**src/rtl/lightgun_pkg.sv**
```systemverilog
// lightgun_pkg: shared types and constants for the light-gun array.
// Trigger FSM states, light levels, offscreen margins and decode helpers.
package lightgun_pkg;

  typedef enum logic [1:0] {
    IDLE,
    FIRE,
    LOCKOUT,
    WAIT_REL
  } trig_state_t;

  localparam logic [4:0] LIGHT_WHITE  = 5'd26;
  localparam logic [4:0] LIGHT_BRIGHT = 5'd20;
  localparam logic [4:0] LIGHT_MID    = 5'd17;

  localparam int OFF_LEFT   = 1;
  localparam int OFF_RIGHT  = 2;
  localparam int OFF_TOP    = 8;
  localparam int OFF_BOTTOM = 16;

  function automatic logic [10:0] abs11(
    input logic signed [10:0] v
  );
    return v[10] ? 11'(-v) : 11'(v);
  endfunction

  // Zero means the colour does not load the counter.
  function automatic logic [4:0] light_level(
    input logic [5:0] c
  );
    logic [4:0] l;
    l = 5'd0;
    unique case (1'b1)
      (c == 6'h20 || c == 6'h30):
        l = LIGHT_WHITE;
      (c == 6'h10 || (c >= 6'h31 && c <= 6'h3d)):
        l = LIGHT_BRIGHT;
      (c == 6'h00 || (c >= 6'h21 && c <= 6'h2d)):
        l = LIGHT_MID;
      default:
        l = 5'd0;
    endcase
    return l;
  endfunction

endpackage

```
**src/rtl/lightgun_channel.sv**
```systemverilog
// lightgun_channel: one gun -- aim, reticle, light sense, trigger FSM.
// LIGHTGUN_AUTOFIRE_EN adds the autofire input and re-fire from LOCKOUT.
module lightgun_channel
  import lightgun_pkg::*;
#(
  parameter int CROSS_SIZE   = 4,
  parameter int LIGHT_RADIUS = 4,
  parameter int TRIG_ACTIVE  = 830_000,
  parameter int TRIG_LOCKOUT = 2_100_000,
  parameter int SCREEN_W     = 256,
  parameter int SCREEN_H     = 240
) (
  input  logic        clk,
  input  logic        live,
  input  logic        vde_rise,
  input  logic        line_chg,
  input  logic        up,
  input  logic        down,
  input  logic        left,
  input  logic        right,
  input  logic [7:0]  speed,
  input  logic [15:0] analog,
  input  logic        btn,
`ifdef LIGHTGUN_AUTOFIRE_EN
  input  logic        autofire,
`endif
  input  logic [8:0]  cycle,
  input  logic [8:0]  scanline,
  input  logic [5:0]  color,
  output logic        reticle_hit,
  output logic        reticle_off,
  output logic        light,
  output logic        trigger
);

  logic [8:0]  pos_x, pos_y;
  logic [8:0]  nx_x, nx_y;
  logic [9:0]  sum_x, sum_y;
  logic [15:0] an_q;
  logic [4:0]  light_cnt, lc_nx, lvl;
  logic [31:0] cnt, cnt_nx;
  logic signed [10:0] dx, dy;
  logic [10:0] adx, ady;
  logic        off, hit_c, in_win, trig_c, refire;
  trig_state_t state, state_nx;

  assign dx = $signed({2'b00, cycle}) - $signed({2'b00, pos_x});
  assign dy = $signed({2'b00, scanline}) - $signed({2'b00, pos_y});
  assign adx = abs11(dx);
  assign ady = abs11(dy);

  assign off = pos_x <= 9'(OFF_LEFT)
            || pos_x >= 9'(SCREEN_W - OFF_RIGHT)
            || pos_y <= 9'(OFF_TOP)
            || pos_y >= 9'(SCREEN_H - OFF_BOTTOM);

  assign hit_c = (ady == 11'd0 && adx <= 11'(CROSS_SIZE))
              || (adx == 11'd0 && ady <= 11'(CROSS_SIZE));

  assign in_win = adx <= 11'(LIGHT_RADIUS)
               && ady <= 11'(LIGHT_RADIUS) && !off;

  assign lvl = light_level(color);

`ifdef LIGHTGUN_AUTOFIRE_EN
  assign refire = btn & autofire;
`else
  assign refire = 1'b0;
`endif

  always_comb begin
    sum_x = {1'b0, pos_x} + {2'b00, speed};
    sum_y = {1'b0, pos_y} + {2'b00, speed};
    nx_x  = pos_x;
    nx_y  = pos_y;
    if (analog != an_q) begin
      nx_x = {1'b0, analog[7:0]};
      nx_y = {1'b0, analog[15:8]};
    end else begin
      if (right)
        nx_x = (sum_x > 10'(SCREEN_W - 1)) ?
               9'(SCREEN_W - 1) : sum_x[8:0];
      else if (left)
        nx_x = (pos_x > {1'b0, speed}) ?
               pos_x - {1'b0, speed} : 9'd0;
      if (down)
        nx_y = (sum_y > 10'(SCREEN_H)) ?
               9'(SCREEN_H) : sum_y[8:0];
      else if (up)
        nx_y = (pos_y > {1'b0, speed}) ?
               pos_y - {1'b0, speed} : 9'd0;
    end
  end

  // A colour load takes priority over the per-line decay.
  always_comb begin
    lc_nx = light_cnt;
    if (in_win && lvl != 5'd0)
      lc_nx = (lvl > light_cnt) ? lvl : light_cnt;
    else if (line_chg && light_cnt != 5'd0)
      lc_nx = light_cnt - 5'd1;
  end

  always_ff @(posedge clk) begin
    if (!live) begin
      state <= IDLE;
      cnt   <= '0;
    end else begin
      state <= state_nx;
      cnt   <= cnt_nx;
    end
  end

  always_comb begin
    state_nx = state;
    cnt_nx   = cnt;
    unique case (state)
      IDLE:
        if (btn) begin
          state_nx = FIRE;
          cnt_nx   = 32'(TRIG_ACTIVE - 1);
        end
      FIRE:
        if (cnt == '0) begin
          state_nx = LOCKOUT;
          cnt_nx   = 32'(TRIG_LOCKOUT - 1);
        end else begin
          cnt_nx = cnt - 32'd1;
        end
      LOCKOUT:
        if (cnt != '0) begin
          cnt_nx = cnt - 32'd1;
        end else if (refire) begin
          state_nx = FIRE;
          cnt_nx   = 32'(TRIG_ACTIVE - 1);
        end else if (btn) begin
          state_nx = WAIT_REL;
        end else begin
          state_nx = IDLE;
        end
      WAIT_REL:
        if (!btn) state_nx = IDLE;
      default:
        state_nx = IDLE;
    endcase
  end

  always_comb begin
    trig_c = (state == FIRE);
  end

  always_ff @(posedge clk) begin
    if (!live) begin
      pos_x       <= '0;
      pos_y       <= '0;
      an_q        <= '0;
      light_cnt   <= '0;
      reticle_hit <= 1'b0;
      reticle_off <= 1'b0;
      light       <= 1'b0;
      trigger     <= 1'b0;
    end else begin
      if (vde_rise) begin
        pos_x <= nx_x;
        pos_y <= nx_y;
        an_q  <= analog;
      end
      light_cnt   <= lc_nx;
      reticle_hit <= hit_c;
      reticle_off <= off;
      light       <= (lc_nx == 5'd0);
      trigger     <= trig_c;
    end
  end

endmodule

```
**src/rtl/lightgun_array.sv**
```systemverilog
// lightgun_array: NUM_GUNS Zapper channels sharing one PPU pixel stream.
// Define LIGHTGUN_AUTOFIRE_EN to add the per-gun autofire input.
module lightgun_array
  import lightgun_pkg::*;
#(
  parameter int NUM_GUNS     = 2,
  parameter int CROSS_SIZE   = 4,
  parameter int LIGHT_RADIUS = 4,
  parameter int TRIG_ACTIVE  = 830_000,
  parameter int TRIG_LOCKOUT = 2_100_000,
  parameter int SCREEN_W     = 256,
  parameter int SCREEN_H     = 240
) (
  input  logic                   clk,
  input  logic                   reset,
  input  logic [NUM_GUNS-1:0]    gun_enable,
  input  logic [NUM_GUNS-1:0]    dpad_up,
  input  logic [NUM_GUNS-1:0]    dpad_down,
  input  logic [NUM_GUNS-1:0]    dpad_left,
  input  logic [NUM_GUNS-1:0]    dpad_right,
  input  logic [8*NUM_GUNS-1:0]  aim_speed,
  input  logic [16*NUM_GUNS-1:0] analog,
  input  logic [NUM_GUNS-1:0]    trigger_btn,
`ifdef LIGHTGUN_AUTOFIRE_EN
  input  logic [NUM_GUNS-1:0]    autofire,
`endif
  input  logic [8:0]             cycle,
  input  logic [8:0]             scanline,
  input  logic                   vde,
  input  logic [5:0]             color,
  output logic [NUM_GUNS-1:0]    reticle_hit,
  output logic [NUM_GUNS-1:0]    reticle_off,
  output logic [NUM_GUNS-1:0]    light,
  output logic [NUM_GUNS-1:0]    trigger
);

  logic       vde_q;
  logic [8:0] line_q;
  logic       vde_rise, line_chg;

  always_ff @(posedge clk) begin
    if (reset) begin
      vde_q  <= 1'b0;
      line_q <= '0;
    end else begin
      vde_q  <= vde;
      line_q <= scanline;
    end
  end

  assign vde_rise = vde & ~vde_q;
  assign line_chg = (scanline != line_q);

  for (genvar g = 0; g < NUM_GUNS; g++) begin : g_gun
    lightgun_channel #(
      .CROSS_SIZE   (CROSS_SIZE),
      .LIGHT_RADIUS (LIGHT_RADIUS),
      .TRIG_ACTIVE  (TRIG_ACTIVE),
      .TRIG_LOCKOUT (TRIG_LOCKOUT),
      .SCREEN_W     (SCREEN_W),
      .SCREEN_H     (SCREEN_H)
    ) u_ch (
      .clk         (clk),
      .live        (gun_enable[g] & ~reset),
      .vde_rise    (vde_rise),
      .line_chg    (line_chg),
      .up          (dpad_up[g]),
      .down        (dpad_down[g]),
      .left        (dpad_left[g]),
      .right       (dpad_right[g]),
      .speed       (aim_speed[8*g +: 8]),
      .analog      (analog[16*g +: 16]),
      .btn         (trigger_btn[g]),
`ifdef LIGHTGUN_AUTOFIRE_EN
      .autofire    (autofire[g]),
`endif
      .cycle       (cycle),
      .scanline    (scanline),
      .color       (color),
      .reticle_hit (reticle_hit[g]),
      .reticle_off (reticle_off[g]),
      .light       (light[g]),
      .trigger     (trigger[g])
    );
  end

endmodule

```
**config.mk**
```make
export PLATFORM = sky130hd
export DESIGN_NAME = lightgun_array
export DESIGN_NICKNAME = d
export VERILOG_FILES = /design/src/rtl/lightgun_pkg.sv /design/src/rtl/lightgun_channel.sv /design/src/rtl/lightgun_array.sv
export SDC_FILE = /design/constraint.sdc
export NUM_CORES = 1
export LEC_CHECK = 0
export CAP_MARGIN = 15
export CORE_MARGIN = 2
export CORE_UTILIZATION = 50
export DETAILED_ROUTE_END_ITERATION = 10
export PLACE_DENSITY = 0.73
export SLEW_MARGIN = 20
export SYNTH_ARGS = -nofsm -noshare
export SYNTH_HDL_FRONTEND = slang
export SYNTH_SLANG_ARGS = --single-unit
```
**constraint.sdc**
```tcl
create_clock -name clk -period 12.87 [get_ports clk]
set_clock_uncertainty 0.15 [all_clocks]
set_input_delay 1.287 -clock clk [delete_from_list [all_inputs] [get_ports clk]]
set_output_delay 1.287 -clock clk [all_outputs]
set_load 0.02 [all_outputs]
```
Yosys cells after proc, flatten, opt, wreduce, memory -nomap -nowiden
Cells that the tools add are included.
- bits in registers: 164
- latch bits: 0
- memory bits (writable): 0
- bits in read-only memories: 0
- input port bits: 87
- output and inout port bits: 8
- word-level logic and storage cells: 203
- memories kept: 0
- $add $sub $neg: 20
- multipliers: 0
- divide/modulo/power cells: 0
- magnitude comparators: 26
- eq/ne operators: 22
- shift operators: 0
- mux-type cells: 51
- bitwise operators: 5
- reductions and logical operators: 57
- operators with widths (cell ; count):
    $mux 32 ; 6
    $pmux 32 s3 ; 2
    $mux 9 ; 20
    $logic_not 32->1 ; 2
    $reduce_bool 32->1 ; 2
    $sub 32x1->32 const B ; 2
    $le 11x3->1 const B ; 4
    $logic_not 11->1 ; 4
    $mux 11 ; 4
    $neg 11->11 ; 4
    $add 9x8->10 ; 4
    $gt 10x8->1 const B ; 4
    $sub 9x9->10 ; 4
    $ge 9x8->1 const B ; 4
    $gt 9x8->1 ; 4
    $sub 9x8->9 ; 4
    $ne 16x16->1 ; 2
    $mux 5 ; 6
    $mux 2 ; 10
    $le 9x1->1 const B ; 2
    $le 9x4->1 const B ; 2
    $reduce_bool 3->1 ; 6
    $ne 2x2->1 const B ; 8
    $pmux 2 s4 ; 2
    other kinds (23) ; 69

Depth between registers and ports, before layout
Gate-level depths: netlist (run 1).
- depth in word-level cells: 9
- gate-level depth with buffers: 17
- mapped depth without buffers: 17

Modules after synthesis
From an unflattened synthesis (run 1), not the netlist that was laid out.
- cell total of the unflattened synthesis: 1869
- area total of the unflattened synthesis: 14357.5 µm²
- by module, submodules not included (module ; times used ; cells each ; area an instance (µm²) ; seq. area each (µm²)):
    lightgun_channel (g_gun[0].u_ch) ; 1 ; 923 ; 7018.0 ; 1541.5
    lightgun_channel (g_gun[1].u_ch) ; 1 ; 910 ; 6954.2 ; 1541.5
    lightgun_array ; 1 ; 36 ; 385.4 ; 200.2

Worst setup path before layout (run 1)
No wires, ideal clock.
- kind: input to register
- from: in scanline[0]
- to: reg g_gun[0].u_ch.light
- setup time: 0.088 ns
- arrival: 4.938 ns
- data required time: 12.632 ns
- path slack: 7.694 ns
- stages: 15
- path buffers: 0
- cells stage by stage: inv_1 ha_1 inv_1 fa_1 a211oi_2 nor2_4 xor2_4 or4_1 mux2_2 o31ai_4 nand3_2 nor3_4 mux2_1 a221o_1 nor4_2
- cells in the longest elaborated chain, start to end: 9
- elaborated cells between the ends (all ways): 12
- classes of those cells: add/sub: 2; order compare: 1; eq/ne: 1; mux: 3; reduce/logical: 5
- ends and longest elaborated chain (item ; line ; source):
    start, declared ; lightgun_array.sv:28 ; input logic [8:0] scanline,
    $sub 9x9->10 ; lightgun_channel.sv:48 ; assign dy = $signed({2'b00, scanline}) - $signed({2'b00, pos_y});
    $neg 11->11 ; lightgun_pkg.sv:24 ; return v[10] ? 11'(-v) : 11'(v);
    $mux 11 ; lightgun_pkg.sv:24 ;
    $le 11x3->1 ; lightgun_channel.sv:61 ; && ady <= 11'(LIGHT_RADIUS) && !off;
    $logic_and 1x1->1 (2 in a row) ; lightgun_channel.sv:61 ;
    $logic_and 1x1->1 ; lightgun_channel.sv:98 ; if (in_win && lvl != 5'd0)
    $mux 5 (*) ; lightgun_channel.sv:98 ;
    $logic_not 5->1 (*) ; lightgun_channel.sv:171 ; light <= (lc_nx == 5'd0);
    end signal, assigned ; lightgun_channel.sv:171 ;
    end, declared ; lightgun_channel.sv:32 ; output logic light,
Every way passes the cells marked *; elsewhere a longest branch is shown, timed or not.
A chain may end at the register's enable or synchronous reset.

Worst setup path in the final report (run 1)
- from: in scanline[0]
- to: reg g_gun[1].u_ch.light_cnt[1]
- cells in the longest elaborated chain, start to end: 8
- elaborated cells between the ends (all ways): 11
- classes of those cells: add/sub: 2; order compare: 1; eq/ne: 1; mux: 3; reduce/logical: 4
- ends and longest elaborated chain (item ; line ; source):
    $sub 9x9->10 ; lightgun_channel.sv:48 ;
    $neg 11->11 ; lightgun_pkg.sv:24 ;
    $mux 11 ; lightgun_pkg.sv:24 ;
    $le 11x3->1 ; lightgun_channel.sv:61 ;
    $logic_and 1x1->1 (2 in a row) ; lightgun_channel.sv:61 ;
    $logic_and 1x1->1 ; lightgun_channel.sv:98 ;
    $mux 5 (*) ; lightgun_channel.sv:98 ;
    end signal, assigned ; lightgun_channel.sv:168 ; light_cnt <= lc_nx;
    end, declared ; lightgun_channel.sv:40 ; logic [4:0] light_cnt, lc_nx, lvl;
Marked as above.

==> reports/results.md, run 1 <==
| Quantity | This run |
| --- | --- |
| Result of the run | finished clean |
| Starting DRT DRC Count | 1145 |
| Worst Setup Path Type | input pin to flop |
| Netlist cell types | 99 |
| Antenna Nets Post-Route | 0 |
| Most common cell type on the critical path | inv_1 |
| Worst slew slack as a fraction of its limit | 20.2% |
| Min cycle time layout | 5.61 ns |
| Worst endpoint data arrival time | 5.82 ns |
| Via count of the first global-routing pass | 13000 |
| Total of endpoints with negative setup slack in the final report | 0 |
| Die boundary height | 172 um |
| Area Growth Syn to Fin | 13.1% |
| Number of buffers inserted for hold repair after clock tree synthesis | 0 |
| Total CTS buffers | 17 |
| Cell with the largest stage delay on the worst path | or4b_1 |
| Yosys Warn Count | 0 |
| Clock slew at reported path FFs | 0.07 ns |
| Global-route wire length before repair | 65000 um |
| Buffers from clock root to sink, at most | 2 |
| Final weighted congestion of routability-driven global placement | 0.984 |
| Number of H-tree branching levels | 4 |
| Power density relative to cell area | 103 mW/mm2 |
| Clock root buffer | clkbuf_16 |
| Dominant synthesized flop cell | dfxtp_1 |
| Number of antenna violations at the first check in global routing | 0 |
| Resize count post-CTS | 0 |
| Routed WL | 40600 um |
| Max-capacitance violation count | 0 |
| Average wire length per cell after detail routing | 17.2 um |
| Reported leakage power | 6.12 nW |
| Post-route clock period utilization | 43.6% |
| Layout net count | 2189 |
| CTS tree | built |
| Synth Register Bits | 164 |
| Diode insertion count for antenna repair | 0 |
| Fill cell count | 2542 |
| Share of post-route cells with drive strength above 1 | 5.00% |
| Insertion delay to the later sink of the worst-skew pair | 0.44 ns |
| Cells after synthesis | 1916 |
| Critical path, cell by cell | clkdlybuf4s50_1, inv_1, ha_1, inv_1, fa_1, xnor2_1, and3_1, a21boi_1, mux2_2, o41ai_1, nand4_1, or4b_1, nor3b_1, mux2_1, a211oi_1 |
| Total count of hold-check failures in the final report | 0 |
| Overall die area | 0.0297 mm2 |
| Total power after layout | 1.66 mW |
| Ports | 95 |
| Area of the core | 0.0279 mm2 |
| Nets in the synthesized netlist | 2139 |
| Worst ir drop on vdd | 0.0866 mV |
| Critical path's top delay family | simple AND/OR/NAND/NOR gates |
| Detail Placement HPWL | 30900 um |
| Reg area | 0.00328 mm2 |
| Class of the tightest hold or removal check | flop to flop |
| # rows | 61 |
| CP Max Fanout | 5 |
| GRT Util Overall | 27.1% |
| Clk sink count | 164 |
| Highest-count cells in the layout ignoring fill and taps | a21oi_1 (201), nand2_1 (188), nor2_1 (166), dfxtp_1 (164), inv_1 (149) |
| Final sum of negative setup slack | 0 ns |
| Total via count in the routed design | 14200 |
| Unrepaired setup endpoints after global routing | no |
| Area occupied by multi-input gates | 0.0100 mm2 |
| Routed met1 length | 19100 um |
| Required time at the endpoint of the critical path | 13.07 ns |
| Residual DRC count | 0 |
| Setup crit start kind | input pin |
| Post-synth EDFFs | 0 |
| Delay of the slowest cell on the worst path | 0.50 ns |
| Gr ovfl total | 0 |
| Overall die width | 172 um |
| Sequential fraction of the synthesis area | 23.2% |
| FFs w/ async S/R, synth | 0% |
| CP endpoint kind | flop |
| Met2 wire length | 17900 um |
| Met3 layer wire length in the routed design | 2470 um |
| Initial Util | 50.9% |
| Buffers inserted during post-CTS setup optimization | 0 |
| Number of buffer cells added on primary ports | 94 |
| Highest routed metal layer | met4 |
| Fmax | 0.178 GHz |
| Vias per Instance | 6.02 |
| Mean instance size in the synthesized netlist | 7.40 um2 |
| Pins over their slew limit | 0 |
| Number of detailed-route iterations in the first pass | 6 |
| Slew at the pin closest to its max-slew limit | 1.19 ns |
| Netlist area before placement | 0.0142 mm2 |
| Leading cell type in the layout, fill and taps excluded | a21oi_1 |
| Crit path buf inv count | 3 |
| Maximum number of pins on one net before global-route repair | 51 |
[synthesized netlist by cell type, drive strengths merged, types with 13 or more instances]
library cell,count,area share [%]
a21oi,203,7.2
nand2,188,5.0
nor2,167,4.5
dfxtp,164,23
inv,149,3.9
o21ai,128,4.6
ha,124,11
xnor2,71,4.4
nor3,65,2.4
clkbuf,61,1.6
nand3,53,1.9
o31ai,36,2.0
nor4,34,1.6
nor2b,27,1.2
a211oi,26,1.4
a21o,26,1.4
o21a,24,1.3
xor2,22,1.6
nand2b,21,0.93
nand4,21,0.93
a31oi,19,0.84
o211ai,18,0.95
or3,17,0.75
buf,16,0.65
and2,15,0.66
or4,15,0.79
or2,14,0.62
o21bai,13,0.69
[report_power, final]
part           switching [mW]  internal, mW  leakage (nW)
Clock                   0.241         0.299         0.293
Sequential             0.0244         0.532          1.33
Combinational           0.327         0.232          4.49
[sequential cells by signal (all words and copies together), names as in the netlist]
name,flops
g_gun.u_ch.cnt,64
g_gun.u_ch.an_q,32
g_gun.u_ch.pos_x,18
g_gun.u_ch.pos_y,18
g_gun.u_ch.light_cnt,10
line_q,9
g_gun.u_ch.state,4
g_gun.u_ch.light,2
g_gun.u_ch.reticle_hit,2
g_gun.u_ch.reticle_off,2
g_gun.u_ch.trigger,2
vde_q,1
[worst min-delay path, delay by kind of cell (launching register included)]
| kind | cells | cell delay [ns] |
|---|---|---|
| AO/OA/AOI/OAI | 1 | 0.05 |
| flip-flops | 1 | 0.32 |
| AND/OR/NAND/NOR | 1 | 0.05 |
[kinds of logic (layout without fill, tap and decap cells)]
kind of cell | Yosys count | after routing | share of synthesized area, %
buf+inv | 227 | 290 | 6.25
fa+ha+maj | 136 | 136 | 12.6
flops | 164 | 164 | 23.2
mux | 8 | 8 | 0.600
compound gates | 616 | 616 | 28.0
simple gates | 672 | 672 | 23.3
xor+xnor | 93 | 93 | 6.01
[area by class of cell]
cell class | count | area share, %
timing repair buffer | 108 | 6.53
clock buffer | 19 | 2.76
clock inverter | 13 | 1.05
sequential | 164 | 20.5
inverter | 150 | 3.51
tap | 378 | 2.95
multi-input combinational | 1525 | 62.7
[final timing paths]
path              cells past startpoint  slack (ns)                          to                    from
setup / recovery                     15        7.26  g_gun[1].u_ch.light_cnt[1]             scanline[0]
hold / removal                        2        0.32      g_gun[1].u_ch.an_q[15]  g_gun[1].u_ch.an_q[15]
setup reg to reg                     12        8.12  g_gun[1].u_ch.light_cnt[1]  g_gun[1].u_ch.pos_y[1]
hold reg to reg                       2        0.32      g_gun[1].u_ch.an_q[15]  g_gun[1].u_ch.an_q[15]
[stage by stage]
stage | area, um2 | worst slack [ns] | utilization, % | hold slack, ns | cells
4_1_cts | 16000 | 7.28 | 57.5 | 0.320 | 2357
6_report | 16000 | 7.26 | 57.5 | 0.318 | 2357
2_1_floorplan | 14200 | 7.69 | - | 0.290 | 1916
3_5_place_dp | 15400 | 6.88 | 55.3 | 0.311 | 2325
5_1_grt | 16000 | 6.99 | 57.5 | 0.339 | 2357
3_3_place_gp | 15400 | 7.01 | 55.3 | 0.304 | 2325
[per-layer routing]
metal | vias to the layer above | track usage (%)
li1 | 7024 | -
met1 | 6643 | 37.9
met2 | 454 | 43.1
met3 | 73 | 3.75
met4 | 0 | 8.77
met5 | - | 0
Power figures use the tool's default switching activity.
==> run 2, diff against run 1 <==
- clock period: 12.87 -> 5.25 ns (I/O delays scaled with it)
==> reports/results.md, run 2 (synthesis gave the netlist of run 1 again) <==
| Quantity | This run | vs previous |
| --- | --- | --- |
| Die boundary height | 172 um | unchanged |
| Number of detailed-route iterations in the first pass | 6 | unchanged |
| Seq pwr share | 33.8% | +0.2 points |
| Clock power frac | 31.9% | -0.7 points |
| Total count of hold-check failures in the final report | 0 | unchanged |
| Worst endpoint data arrival time | 4.96 ns | -0.86 ns |
| Setup crit start kind | input pin |  |
| Leading cell type in the layout, fill and taps excluded | a21oi_1 |  |
| Number of buffers inserted for hold repair after clock tree synthesis | 0 | unchanged |
| Area of the core | 0.0279 mm2 | unchanged |
| Number of antenna violations at the first check in global routing | 0 | unchanged |
| Standard cell area after detailed placement | 0.0155 mm2 | +0.63% |
| Buffers inserted during post-CTS setup optimization | 0 | unchanged |
| Required time at the endpoint of the critical path | 5.45 ns | -7.62 ns |
| GRT Util Overall | 27.6% | +0.46 points |
| Number of cells traversed by the worst hold path | 2 | unchanged |
| Number of flip-flops under the largest register name | 64 | unchanged |
| Number of buffer cells added on primary ports | 94 | unchanged |
| # rows | 61 | unchanged |
| Final sum of negative setup slack | 0 ns | unchanged |
| Starting DRT DRC Count | 1333 | +16% |
| Path depth of the worst reg2reg path | 13 | +1 |
| Unrepaired setup endpoints after global routing | no |  |
| Worst ir drop on vdd | 0.224 mV | +160% |
| Antenna Nets Post-Route | 0 | unchanged |
| Diode insertion count for antenna repair | 0 | unchanged |
| Total via count in the routed design | 14200 | +0.39% |
| Fmax | 0.210 GHz |  |
| Detail Placement HPWL | 31400 um | +1.5% |
| Gr ovfl total | 0 | unchanged |
| Clock slew at reported path FFs | 0.07 ns | about the same |
| Global-route wire length before repair | 65800 um | +1.2% |
| Power share of the combinational group | 34.3% | +0.5 points |
| Worst Setup Path Type | input pin to flop |  |
| Overall die width | 172 um | unchanged |
| Reported leakage power | 6.15 nW | +0.62% |
| Buffers from clock root to sink, at most | 2 | unchanged |
| Routed WL | 41000 um | +1.2% |
| Fraction of power spent switching nets | 36.2% | +0.45 points |
| CP endpoint kind | flop |  |
| Launch instance of the worst min-delay path | g_gun[1].u_ch.an_q[5] |  |
| R2R Path Start | g_gun[1].u_ch.pos_y[0] |  |
| Final weighted congestion of routability-driven global placement | 0.920 | -6.5% |
| Share of post-route cells with drive strength above 1 | 5.52% | +0.52 points |
| Clk sink count | 164 | unchanged |
| Highest-count cells in the layout ignoring fill and taps | a21oi_1 (201), nand2_1 (188), nor2_1 (166), dfxtp_1 (164), inv_1 (149) |  |
| Net switching power of the design | 1.46 mW | +150% |
| Worst R2R End | g_gun[1].u_ch.light_cnt[1] |  |
| CP Max Fanout | 6 | +1 |
| Result of the run | finished clean |  |
| Area Growth Syn to Fin | 13.5% |  |
| Total power after layout | 4.03 mW | +140% |
| Largest register by flop count | g_gun.u_ch.cnt |  |
| CTS tree | built |  |
| Min cycle time layout | 4.76 ns |  |
| Average wire length per cell after detail routing | 17.3 um | +0.65% |
| Post-route clock period utilization | 90.6% |  |
| Internal power | 2.57 mW | +140% |
| Maximum number of pins on one net before global-route repair | 52 | +2.0% |
| Number of H-tree branching levels | 4 | unchanged |
| Total CTS buffers | 17 | unchanged |
| Fin area | 0.0161 mm2 | +0.35% |
| Via count of the first global-routing pass | 12900 | -0.75% |
| Pins over their slew limit | 0 | unchanged |
| Internal reg-to-reg setup slack | 0.69 ns | -7.43 ns |
| Min-Delay Endpoint | g_gun[1].u_ch.an_q[5] |  |
| Class of the tightest hold or removal check | flop to flop |  |
| Ports | 95 | unchanged |
| Biggest registers after layout | g_gun.u_ch.cnt: 64 flops, g_gun.u_ch.an_q: 32 flops |  |
| Initial Util | 50.9% | unchanged |
| Power density relative to cell area | 250 mW/mm2 | +140% |
| Total of endpoints with negative setup slack in the final report | 0 | unchanged |
| Insertion delay to the later sink of the worst-skew pair | 0.44 ns | about the same |
| Residual DRC count | 0 | unchanged |
| Slew at the pin closest to its max-slew limit | 1.07 ns | -0.117 ns |
| Resize count post-CTS | 0 | unchanged |
| Worst slew slack as a fraction of its limit | 28.7% | +8.5 points |
| Overall die area | 0.0297 mm2 | unchanged |
| Vias per Instance | 6.01 | -0.12% |
| Clock root buffer | clkbuf_16 |  |
| Max-capacitance violation count | 0 | unchanged |
| Layout net count | 2201 | +0.55% |
==> run 2: power groups by stage <==
stage	Clock [mW]	Combinational (mW)	Sequential (mW)
after detailed placement	0	1.35	1.39
after global routing	1.35	1.54	1.37
after global placement	0	1.32	1.39
after CTS	1.30	1.36	1.36
final	1.28	1.38	1.36
after floorplan	0	1.02	1.37
==> run 2: how the worst max path moves through the flow <==
stage,from,endpoint,cells past startpoint
floorplan,scanline[0],g_gun[0].u_ch.light,15
CTS,scanline[1],g_gun[1].u_ch.light_cnt[1],13
global placement,scanline[1],g_gun[1].u_ch.light_cnt[1],13
global route,scanline[1],g_gun[1].u_ch.light_cnt[1],13
detailed placement,scanline[1],g_gun[1].u_ch.light_cnt[1],13
finish,scanline[1],g_gun[1].u_ch.light_cnt[1],13
==> run 2: per-layer routing <==
metal / share of wire, % / vias up / global-route usage (%) / wire [um]
met5: 0 / - / 0 / 0
met4: 2.6 / 0 / 8.77 / 1060
met3: 6.2 / 63 / 3.50 / 2540
met2: 44 / 475 / 43.6 / 18200
met1: 47 / 6658 / 39.0 / 19200
li1: - / 7053 / - / -
==> run 2: critical path, cell delays in order <==
cell and delay [ns]:
clkdlybuf4s50_1 0.73, ha_1 0.34, nor2b_1 0.16, o21a_1 0.18
or3_1 0.38, a21boi_1 0.23, mux2_2 0.36, o41ai_1 0.42
nand4_1 0.17, or4b_1 0.49, nor3b_1 0.38, mux2_1 0.37
a211oi_1 0.21
==> run 2: final cells by class <==
type | instances | area (um2)
timing repair buffer | 120 | 1140
clock buffer | 20 | 447
multi-input combinational | 1525 | 10000
fill | 2571 | 11800
clock inverter | 12 | 140
sequential | 164 | 3280
tap | 378 | 473
inverter | 150 | 563
==> run 2: per-stage QoR <==
stage                     hold WS (ns)  util, %  worst slack (ns)  cells
final                            0.318     57.7             0.492   2369
after global routing             0.337     57.7             0.162   2369
after CTS                        0.322     57.7             0.502   2369
after detailed placement         0.312     55.6            0.0498   2337
after global placement           0.304     55.6             0.179   2337
after floorplan                  0.290        -             0.836   1916
